<file path="config.mk">
export PLATFORM = sky130hd
export DESIGN_NAME = dram_arbiter
export DESIGN_NICKNAME = d
export VERILOG_FILES = /design/src/rtl/dram_arbiter.sv
export SDC_FILE = /design/constraint.sdc
export NUM_CORES = 1
export LEC_CHECK = 0
export CORE_ASPECT_RATIO = 1.1
export CORE_MARGIN = 2
export CORE_UTILIZATION = 36
export DETAILED_ROUTE_END_ITERATION = 8
export PLACE_DENSITY = 0.85
export SLEW_MARGIN = 30
export SYNTH_ARGS = -nofsm -noshare
export SYNTH_HDL_FRONTEND = slang
export SYNTH_SLANG_ARGS = --single-unit
export TNS_END_PERCENT = 10
</file>
<file path="constraint.sdc">
create_clock -name clk -period 3.89 [get_ports clk]
set_input_delay 0.5835 -clock clk [delete_from_list [all_inputs] [get_ports clk]]
set_output_delay 0.5835 -clock clk [all_outputs]
set_load 0.03 [all_outputs]
</file>
<file path="src/rtl/dram_arbiter.sv">
// Two-requester (CPU load/store, video fetch) arbiter for the data-RAM port a.
// Optional DRAM_ARB_RR_EN replaces CPU priority + starvation guard with round-robin.
module dram_arbiter #(
    parameter int ADDR_W   = 10,
    parameter int DATA_W   = 32,
    parameter int MAX_WAIT = 8
) (
    input  logic              clk,
    input  logic              rst,
    input  logic              cpu_req,
    input  logic              cpu_we,
    input  logic [ADDR_W-1:0] cpu_addr,
    input  logic [DATA_W-1:0] cpu_wdata,
    output logic              cpu_gnt,
    output logic              cpu_rvalid,
    output logic [DATA_W-1:0] cpu_rdata,
    input  logic              vid_req,
    input  logic [ADDR_W-1:0] vid_addr,
    output logic              vid_gnt,
    output logic              vid_rvalid,
    output logic [DATA_W-1:0] vid_rdata,
    output logic [ADDR_W-1:0] mem_addr,
    output logic [DATA_W-1:0] mem_wdata,
    output logic              mem_wren,
    input  logic [DATA_W-1:0] mem_q
);

    typedef enum logic {OWN_CPU = 1'b0, OWN_VID = 1'b1} owner_t;

    logic   vid_wins;
    logic   tag1_vld, tag2_vld;
    owner_t tag1_own, tag2_own;
    logic   resp;

`ifdef DRAM_ARB_RR_EN
    owner_t last_gnt;

    assign vid_wins = (last_gnt == OWN_CPU);

    // Starts at VID so the CPU wins the first contention after reset.
    always_ff @(posedge clk) begin
        if (rst)          last_gnt <= OWN_VID;
        else if (cpu_gnt) last_gnt <= OWN_CPU;
        else if (vid_gnt) last_gnt <= OWN_VID;
    end
`else
    logic [7:0] wait_cnt;

    assign vid_wins = (wait_cnt == 8'(MAX_WAIT));

    always_ff @(posedge clk) begin
        if (rst)
            wait_cnt <= '0;
        else if (vid_gnt)
            wait_cnt <= '0;
        else if (vid_req && !vid_wins)
            wait_cnt <= wait_cnt + 8'd1;
    end
`endif

    // Grants are combinational; reset masks both so nothing is accepted in a reset cycle.
    assign cpu_gnt = !rst && cpu_req && !(vid_req && vid_wins);
    assign vid_gnt = !rst && vid_req && !(cpu_req && !vid_wins);

    always_ff @(posedge clk) begin
        if (rst) begin
            mem_addr  <= '0;
            mem_wdata <= '0;
            mem_wren  <= 1'b0;
            tag1_vld  <= 1'b0;
            tag1_own  <= OWN_CPU;
            tag2_vld  <= 1'b0;
            tag2_own  <= OWN_CPU;
        end else begin
            mem_wren <= cpu_gnt && cpu_we;
            if (cpu_gnt) begin
                mem_addr  <= cpu_addr;
                mem_wdata <= cpu_wdata;
            end else if (vid_gnt) begin
                mem_addr  <= vid_addr;
            end
            // Only reads get a tag; writes complete silently.
            tag1_vld <= (cpu_gnt && !cpu_we) || vid_gnt;
            tag1_own <= vid_gnt ? OWN_VID : OWN_CPU;
            tag2_vld <= tag1_vld;
            tag2_own <= tag1_own;
        end
    end

    // Response stage lines up with mem_q; rst kills a tag already in its last stage.
    assign resp       = tag2_vld && !rst;
    assign cpu_rvalid = resp && (tag2_own == OWN_CPU);
    assign vid_rvalid = resp && (tag2_own == OWN_VID);
    assign cpu_rdata  = cpu_rvalid ? mem_q : '0;
    assign vid_rdata  = vid_rvalid ? mem_q : '0;

endmodule

</file>
### Word-level counts from Yosys, hierarchy flattened

Cells that the tools add are included.

* register bits: 55
* input port bits: 89
* output and inout bits: 111
* logic and storage cells: 36

* add/sub/neg operators: 1
* equal/unequal tests: 1
* muxes and demuxes: 5
* bitwise logic cells: 1
* reduce and logical (&&, ||, !) cells: 20

Operators with widths (count)
* $mux 32: 2
* $mux 10: 2
* $logic_and 1x1->1: 12
* $add 8x1->8 const B: 1
* $eq 8x4->1 const B: 1
* $logic_not 1->1: 5
* $reduce_bool 2->1: 1
* $reduce_or 2->1: 1
* $logic_or 1x1->1: 1
* $mux 1: 1
* $not 1->1: 1

### Logic depth before layout (Yosys ltp)

Gate-level depths: netlist of the first run.

* depth after elaboration: 7
* gate-level depth with buffers: 8

### Least setup slack after synthesis of the first run

No wires, ideal clock.

* path type: input -> output
* start point: input port rst
* end point: output port cpu_rdata[22]
* data arrival time: 1981 ps
* required time: 3306 ps
* slack: 1325 ps
* cell stages on the path: 4
* cell sequence: clkbuf_1 nor3b_1 clkbuf_1 and2_1

* longest elaborated chain between the ends: 4

Ends and longest elaborated chain
* start: declaration: line 9 `input logic rst,`
* $logic_not 1->1: line 91 `assign resp = tag2_vld && !rst;`
* $logic_and 1x1->1: line 91
* $logic_and 1x1->1: line 92 `assign cpu_rvalid = resp && (tag2_own == OWN_CPU);`
* via cpu_rvalid: line 15 `output logic cpu_rvalid,`
* $mux 32: line 94 `assign cpu_rdata = cpu_rvalid ? mem_q : '0;`
* end: declaration: line 16 `output logic [DATA_W-1:0] cpu_rdata,`

The timed path passes the listed nets, and every way through them passes these cells.

### Worst setup path in the final report of the first run

* start point: register wait_cnt[0]
* end point: output port vid_gnt

* longest elaborated chain between the ends: 5

Ends and longest elaborated chain
* start: declaration: line 47 `logic [7:0] wait_cnt;`
* start signal: assignment: line 57 `wait_cnt <= wait_cnt + 8'd1;`
* $eq 8x4->1: line 49 `assign vid_wins = (wait_cnt == 8'(MAX_WAIT));`
* $logic_not 1->1: line 63 `assign vid_gnt = !rst && vid_req && !(cpu_req && !vid_wins);`
* $logic_and 1x1->1: line 63
* $logic_not 1->1: line 63
* $logic_and 1x1->1: line 63
* end: declaration: line 19 `output logic vid_gnt,`

No other way between the ends.

==> reports/qor.txt, run 1 <==
===============================================================================
Clk buf depth                                                                 2
Die width                                                               84.8 um
Unrepaired setup endpoints after global routing                              no
Cells after synthesis                                                       318
Kind of capture point of the worst setup path                      primary output
Overall routing resource usage                                            0.208
Share of synthesized area occupied by flip-flops and latches              0.426
Share of layout cells above drive strength 1                             0.0728
Site Rows                                                                    32
Final GP Congestion                                                       0.862
Total power density per cell area                                    274 nW/um2
Startpoint of the most critical hold path                          tag1_vld$_SDFF_PP0_
Clock latency on the worst-skew pair                                    0.31 ns
Clock-pin slew on the worst setup and hold paths                        0.10 ns
GRT Residual Overflow                                                         0
Met3 global-route usage                                                  0.0660
Die Footprint                                                          7880 um2
Most Crowded Layer GR                                                      met2
Post-CTS setup buffer count                                                   0
Max Freq                                                              0.316 GHz
Wire length of the first global-routing pass                           13300 um
Starting utilization of the core area                                     0.371
Syn Std Cell Area                                                      2580 um2
Vias after detailed routing                                                2799
Normalized max-slew margin                                                0.486
Non-filler cells in the finished layout                                     593
Post-detailed-route DRC marker count                                          0
Final Max Slew Viols                                                          0
Min-delay worst type                                               register to register
Status                                                                completed
Y dimension of the die                                                  92.9 um
Number of storage elements in the synthesis netlist                          55
I/O Pins                                                                    200
Endpoints failing setup                                                       0
Area of the core region                                                6970 um2
Via density per instance                                                   4.72
Vias in the first global route                                             2734
Master cell of the clock root buffer                                   clkbuf_8
# resized after CTS                                                           0
Number of cells traversed by the worst register-to-register path              7
Clock tree skew after final layout                                   0.00956 ns
Max rail drop VDD                                                      0.288 mV
Number of buffers added by the clock tree synthesis step                      5
Number of antenna-violating nets in the routed design                         0
Post-synthesis to final-layout area growth                                80.3%
Maxcap violations                                                             0
Port Buf Inserts                                                            199
Global-route track usage on met2                                          0.383
First-pass DRT Iterations                                                     4
Endpoints failing hold                                                        0
Final-stage net count                                                       598
Highest net fanout along the worst path                                       4
Share of the clock period used by the worst path after layout             0.813
H-tree depth                                                                  2
Unique masters post-synth                                                    26
Clock period minus final worst setup slack                              3.16 ns
Largest net degree at the start of global routing                            76
Static leakage                                                          1.81 nW
Synthesized area divided by synthesized cell count                     8.13 um2
Number of sinks driven by the clock tree                                     55
Cell depth of the worst min-delay path                                        1
Critical path class                                                register to primary output
Detailed router's first-iteration violation count                            54
Hold path endpoint                                                 tag2_vld$_SDFF_PP0_
Register-to-register setup slack                                        1.52 ns
Number of antenna cells inserted                                              0
Required time of the critical path                                      3.31 ns
Net Count, Synth                                                            409
Source of the worst register-to-register timing path               wait_cnt[0]$_SDFFE_PP0P_
CTS tree                                                                  built
Summed negative setup slack over all endpoints                             0 ns
Detail-routed net length per standard cell                              14.1 um
Endpoint of the worst-slack reg-to-reg timing path                 mem_addr[6]$_SDFFE_PP0P_
Hold-fix buffers at CTS                                                       0
Antenna violations before repair                                              0
Worst setup SP type                                                    register
Number of warnings reported in the yosys synthesis log                        0
Data arrival time of the critical path                                  2.58 ns
Cell count after placement                                                  585
Final WL                                                                8370 um
GRT met1 Usage                                                            0.230
Post-DP HPWL                                                            6790 um
Slew at the pin closest to its max-slew limit                          0.771 ns
===============================================================================
[cells in the mapped netlist (all sizes together)]
cell     n  share of area
o21ai   35          0.078
buf      6          0.026
dfxtp   55           0.43
nor2b    2         0.0048
ha       2         0.0097
or4b     1         0.0053
or3b     1         0.0034
xnor2    3          0.010
nand2   68          0.099
clkbuf  16          0.023
o311a    1         0.0082
nor2    24          0.035
and2    65           0.16
mux2i   11          0.043
a21oi    2         0.0039
nand2b   1         0.0024
clkinv   1         0.0015
xor2     3          0.010
nor3b    1         0.0029
a21o     1         0.0029
inv      3         0.0044
nand4    4         0.0097
a211oi  10          0.029
and3     2         0.0048
[state kept, by name (all words and copies together) (netlist names)]
register   count
mem_addr      10
mem_wdata     32
mem_wren       1
tag1_own       1
tag1_vld       1
tag2_own       1
tag2_vld       1
wait_cnt       8
[kinds of logic after synthesis]
group / Yosys count / share of synthesized area
buf+inv: 26 / 0.0552
compound gates: 49 / 0.122
mux: 11 / 0.0426
xor+xnor: 6 / 0.0203
flops: 55 / 0.426
fa+ha+maj: 2 / 0.00968
simple gates: 169 / 0.324
[layout make-up]
cell class / instances / area (um2)
inverters: 4 / 15.0
repair buffers: 204 / 2000
well taps: 85 / 106
multi-input cells: 237 / 1350
fillers: 601 / 2300
flip-flops and latches: 55 / 1100
clock buffers: 5 / 68.8
clock inverters: 3 / 22.5
[layer usage]
layer / wire length [um] / vias up
met5: 0 / -
met4: 141 / 0
met3: 715 / 11
met2: 4360 / 126
met1: 3160 / 1257
li1: - / 1405
[how the worst max path moves through the flow]
stage                          to  slack, ns                startpoint  cells past startpoint
CTS                       vid_gnt       0.73  wait_cnt[0]$_SDFFE_PP0P_                      7
global route              vid_gnt       0.57  wait_cnt[0]$_SDFFE_PP0P_                      7
finish                    vid_gnt       0.73  wait_cnt[0]$_SDFFE_PP0P_                      7
floorplan           cpu_rdata[22]       1.33                       rst                      4
detailed placement   vid_rdata[3]       0.75                       rst                      5
global placement    cpu_rdata[12]       0.80                       rst                      6
[stage by stage]
| stage | util | hold slack [ns] | instance area (um2) | power, W | worst slack (ns) |
|---|---|---|---|---|---|
| 2_1_floorplan | - | 0.414 | 2580 | 0.000791 | 1.33 |
| 3_3_place_gp | 0.656 | 0.421 | 4570 | 0.000969 | 0.802 |
| 3_5_place_dp | 0.656 | 0.431 | 4570 | 0.000976 | 0.749 |
| 4_1_cts | 0.669 | 0.455 | 4660 | 0.00129 | 0.727 |
| 5_1_grt | 0.669 | 0.476 | 4660 | 0.00134 | 0.570 |
| 6_report | 0.669 | 0.449 | 4660 | 0.00128 | 0.726 |
[power breakdown]
group / leakage, nW / total (W) / switching [W] / internal [W]
registers: 0.454 / 0.000616 / 0.0000177 / 0.000599
logic: 1.31 / 0.000344 / 0.000169 / 0.000175
clock network: 0.0485 / 0.000317 / 0.000188 / 0.000129
total: 1.81 / 0.00128 / 0.000374 / 0.000903
[layout by cell type, fill, tap and decap left out, types with 3 or more instances in the layout]
cell,n
inv_1,3
nor2_1,23
xnor2_1,3
dfxtp_1,55
buf_4,17
xor2_1,3
a211oi_1,10
o21ai_1,25
o21ai_0,3
o21ai_2,7
nand2_1,68
and2_1,65
clkdlybuf4s50_1,187
mux2i_1,11
nand4_1,4
clkbuf_8,5
[critical path, stage by stage (launching register included)]
cell and delay (ns):
dfxtp_1 0.34, inv_1 0.10, ha_1 0.14, or4b_4 0.48
o21ai_0 0.25, nand2_1 0.14, nor2_1 0.13, clkdlybuf4s50_1 0.70
(Power assumes the default switching activity.)
==> run 2: changes to the inputs <==
- CORE_UTILIZATION: 36 -> 30
- PLACE_DENSITY: 0.85 -> 0.75
- clock period: 3.89 -> 2.9 ns (I/O delays scaled with it)
==> reports/qor.txt, run 2 (synthesis results as in run 1) <==
===============================================================================
CTS tree                                                                  built
Master cell of the clock root buffer                                   clkbuf_8
Non-filler cells in the finished layout                                     623
Detail-routed net length per standard cell                              13.9 um
Maxcap violations                                                             0
Endpoints failing hold                                                        0
Number of cells traversed by the worst register-to-register path              8
Internal power                                                        0.00132 W
# resized after CTS                                                           1
First-pass DRT Iterations                                                     4
Wire length of the first global-routing pass                           13500 um
Hold path endpoint                                                 mem_wdata[25]$_SDFFE_PP0P_
Summed negative setup slack over all endpoints                             0 ns
Smallest setup slack after layout                                      0.150 ns
Vias in the first global route                                             2775
Post-synthesis to final-layout area growth                                81.5%
Overall routing resource usage                                            0.178
Post-DP HPWL                                                            6970 um
Max Freq                                                              0.364 GHz
Sequential fraction of design power                                       0.454
H-tree depth                                                                  2
Y dimension of the die                                                   101 um
Post-detailed-route DRC marker count                                          0
I/O Pins                                                                    200
Post-CTS setup buffer count                                                   0
Detailed router's first-iteration violation count                            72
Endpoint of the worst-slack reg-to-reg timing path                 mem_wdata[22]$_SDFFE_PP0P_
Vias after detailed routing                                                2773
Hold-fix buffers at CTS                                                       0
Power consumption                                                     0.00182 W
Final-stage net count                                                       602
Slew at the pin closest to its max-slew limit                          0.511 ns
Clock latency on the worst-skew pair                                    0.30 ns
Cell depth of the worst min-delay path                                        2
Final GP Congestion                                                       0.754
Die width                                                               92.5 um
Largest registers in the final layout                              mem_wdata: 32 flops, mem_addr: 10 flops, wait_cnt: 8 flops
Met3 global-route usage                                                  0.0588
GRT Residual Overflow                                                         0
Largest net degree at the start of global routing                            56
Worst setup SP type                                                    register
Min-delay worst type                                               register to register
GRT met1 Usage                                                            0.184
Kind of capture point of the worst setup path                      primary output
Switch share                                                              0.274
Antenna violations before repair                                              0
Clock tree skew after final layout                                    0.0113 ns
Static leakage                                                          1.92 nW
Max FFs per register                                                         32
Source of the worst register-to-register timing path               wait_cnt[0]$_SDFFE_PP0P_
Die Footprint                                                          9380 um2
Share of layout cells above drive strength 1                              0.145
Startpoint of the most critical hold path                          mem_wdata[25]$_SDFFE_PP0P_
Total power density per cell area                                    388 nW/um2
Filler cells                                                                792
Total net switching power                                            0.000499 W
Commonest cells after routing, fill and taps aside                 clkdlybuf4s50_1, nand2_1, and2_1
Most Crowded Layer GR                                                      met2
Post-placement setup slack                                             0.300 ns
Top reg by flops                                                      mem_wdata
Via density per instance                                                   4.45
Portion of total power attributed to the clock network                    0.292
Clk buf depth                                                                 2
Share of the clock period used by the worst path after layout             0.948
Final Max Slew Viols                                                          0
Hold Slack                                                             0.449 ns
Starting utilization of the core area                                     0.309
Cell count after placement                                                  615
Normalized max-slew margin                                                0.660
Site Rows                                                                    35
Clock period minus final worst setup slack                              2.75 ns
Area of the core region                                                8360 um2
Number of buffers added by the clock tree synthesis step                      5
Global-route track usage on met2                                          0.347
Highest net fanout along the worst path                                       4
Required time of the critical path                                      2.47 ns
Register-to-register setup slack                                        0.57 ns
Number of antenna-violating nets in the routed design                         0
Status                                                                completed
Final WL                                                                8630 um
Critical path class                                                register to primary output
Max rail drop VDD                                                      0.320 mV
Unrepaired setup endpoints after global routing                              no
Data arrival time of the critical path                                  2.32 ns
Port Buf Inserts                                                            199
Number of sinks driven by the clock tree                                     55
Endpoints failing setup                                                       0
Most common library cell in the layout ignoring fill and taps      clkdlybuf4s50_1
Number of antenna cells inserted                                              0
Combinational share of power                                              0.254
Clock-pin slew on the worst setup and hold paths                        0.10 ns
===============================================================================
run 2: cell types whose count changed in the layout (fill, tap and decap cells not counted):
cell,before,now
buf_12,0,2
bufinv_16,0,1
clkinv_4,1,0
nor2_2,1,0
buf_4,17,53
dlygate4sd2_1,0,1
clkdlybuf4s50_1,187,152
clkinv_2,1,0
nor2_1,23,24
clkbuf_8,5,6
run 2: per-layer routing:
layer,vias up,routed length (um)
met5,-,0
met4,0,133
met3,12,863
met2,121,4620
met1,1224,3020
li1,1416,-
run 2: metrics by stage:
stage          area, um2   util
2_1_floorplan       2580      -
3_3_place_gp        4570  0.546
3_5_place_dp        4570  0.546
4_1_cts             4690  0.561
5_1_grt             4690  0.561
6_report            4690  0.561
run 2: worst max-delay path by stage:
stage,start,to,slack [ns],cells past startpoint
after floorplan,rst,cpu_rdata[22],0.63,4
after global placement,rst,vid_rdata[22],0.33,6
after detailed placement,rst,vid_rdata[28],0.30,6
after CTS,wait_cnt[0]$_SDFFE_PP0P_,cpu_gnt,0.13,5
after global routing,wait_cnt[0]$_SDFFE_PP0P_,cpu_gnt,0.04,5
final,wait_cnt[0]$_SDFFE_PP0P_,cpu_gnt,0.15,5
run 2: worst max-delay path, stage by stage (launching register included):
cell and delay [ns]:
dfxtp_1 0.34, inv_1 0.09, ha_1 0.14, or4b_4 0.48
o311a_4 0.38, clkdlybuf4s50_1 0.60
run 2: cell type report:
class	instances	area [um2]	area share
clock buffers	6	82.6	0.0176
clock inverters	2	38.8	0.00827
inverters	4	15.0	0.00320
multi-input cells	237	1350	0.287
flip-flops and latches	55	1100	0.235
well taps	111	139	0.0296
repair buffers	208	1970	0.420
run 2: power by group through the flow:
stage	logic, W	registers [W]	clock network (W)
2_1_floorplan	0.000133	0.000928	0
3_3_place_gp	0.000463	0.000842	0
3_5_place_dp	0.000467	0.000844	0
4_1_cts	0.000468	0.000827	0.000553
5_1_grt	0.000496	0.000832	0.000584
6_report	0.000463	0.000826	0.000532
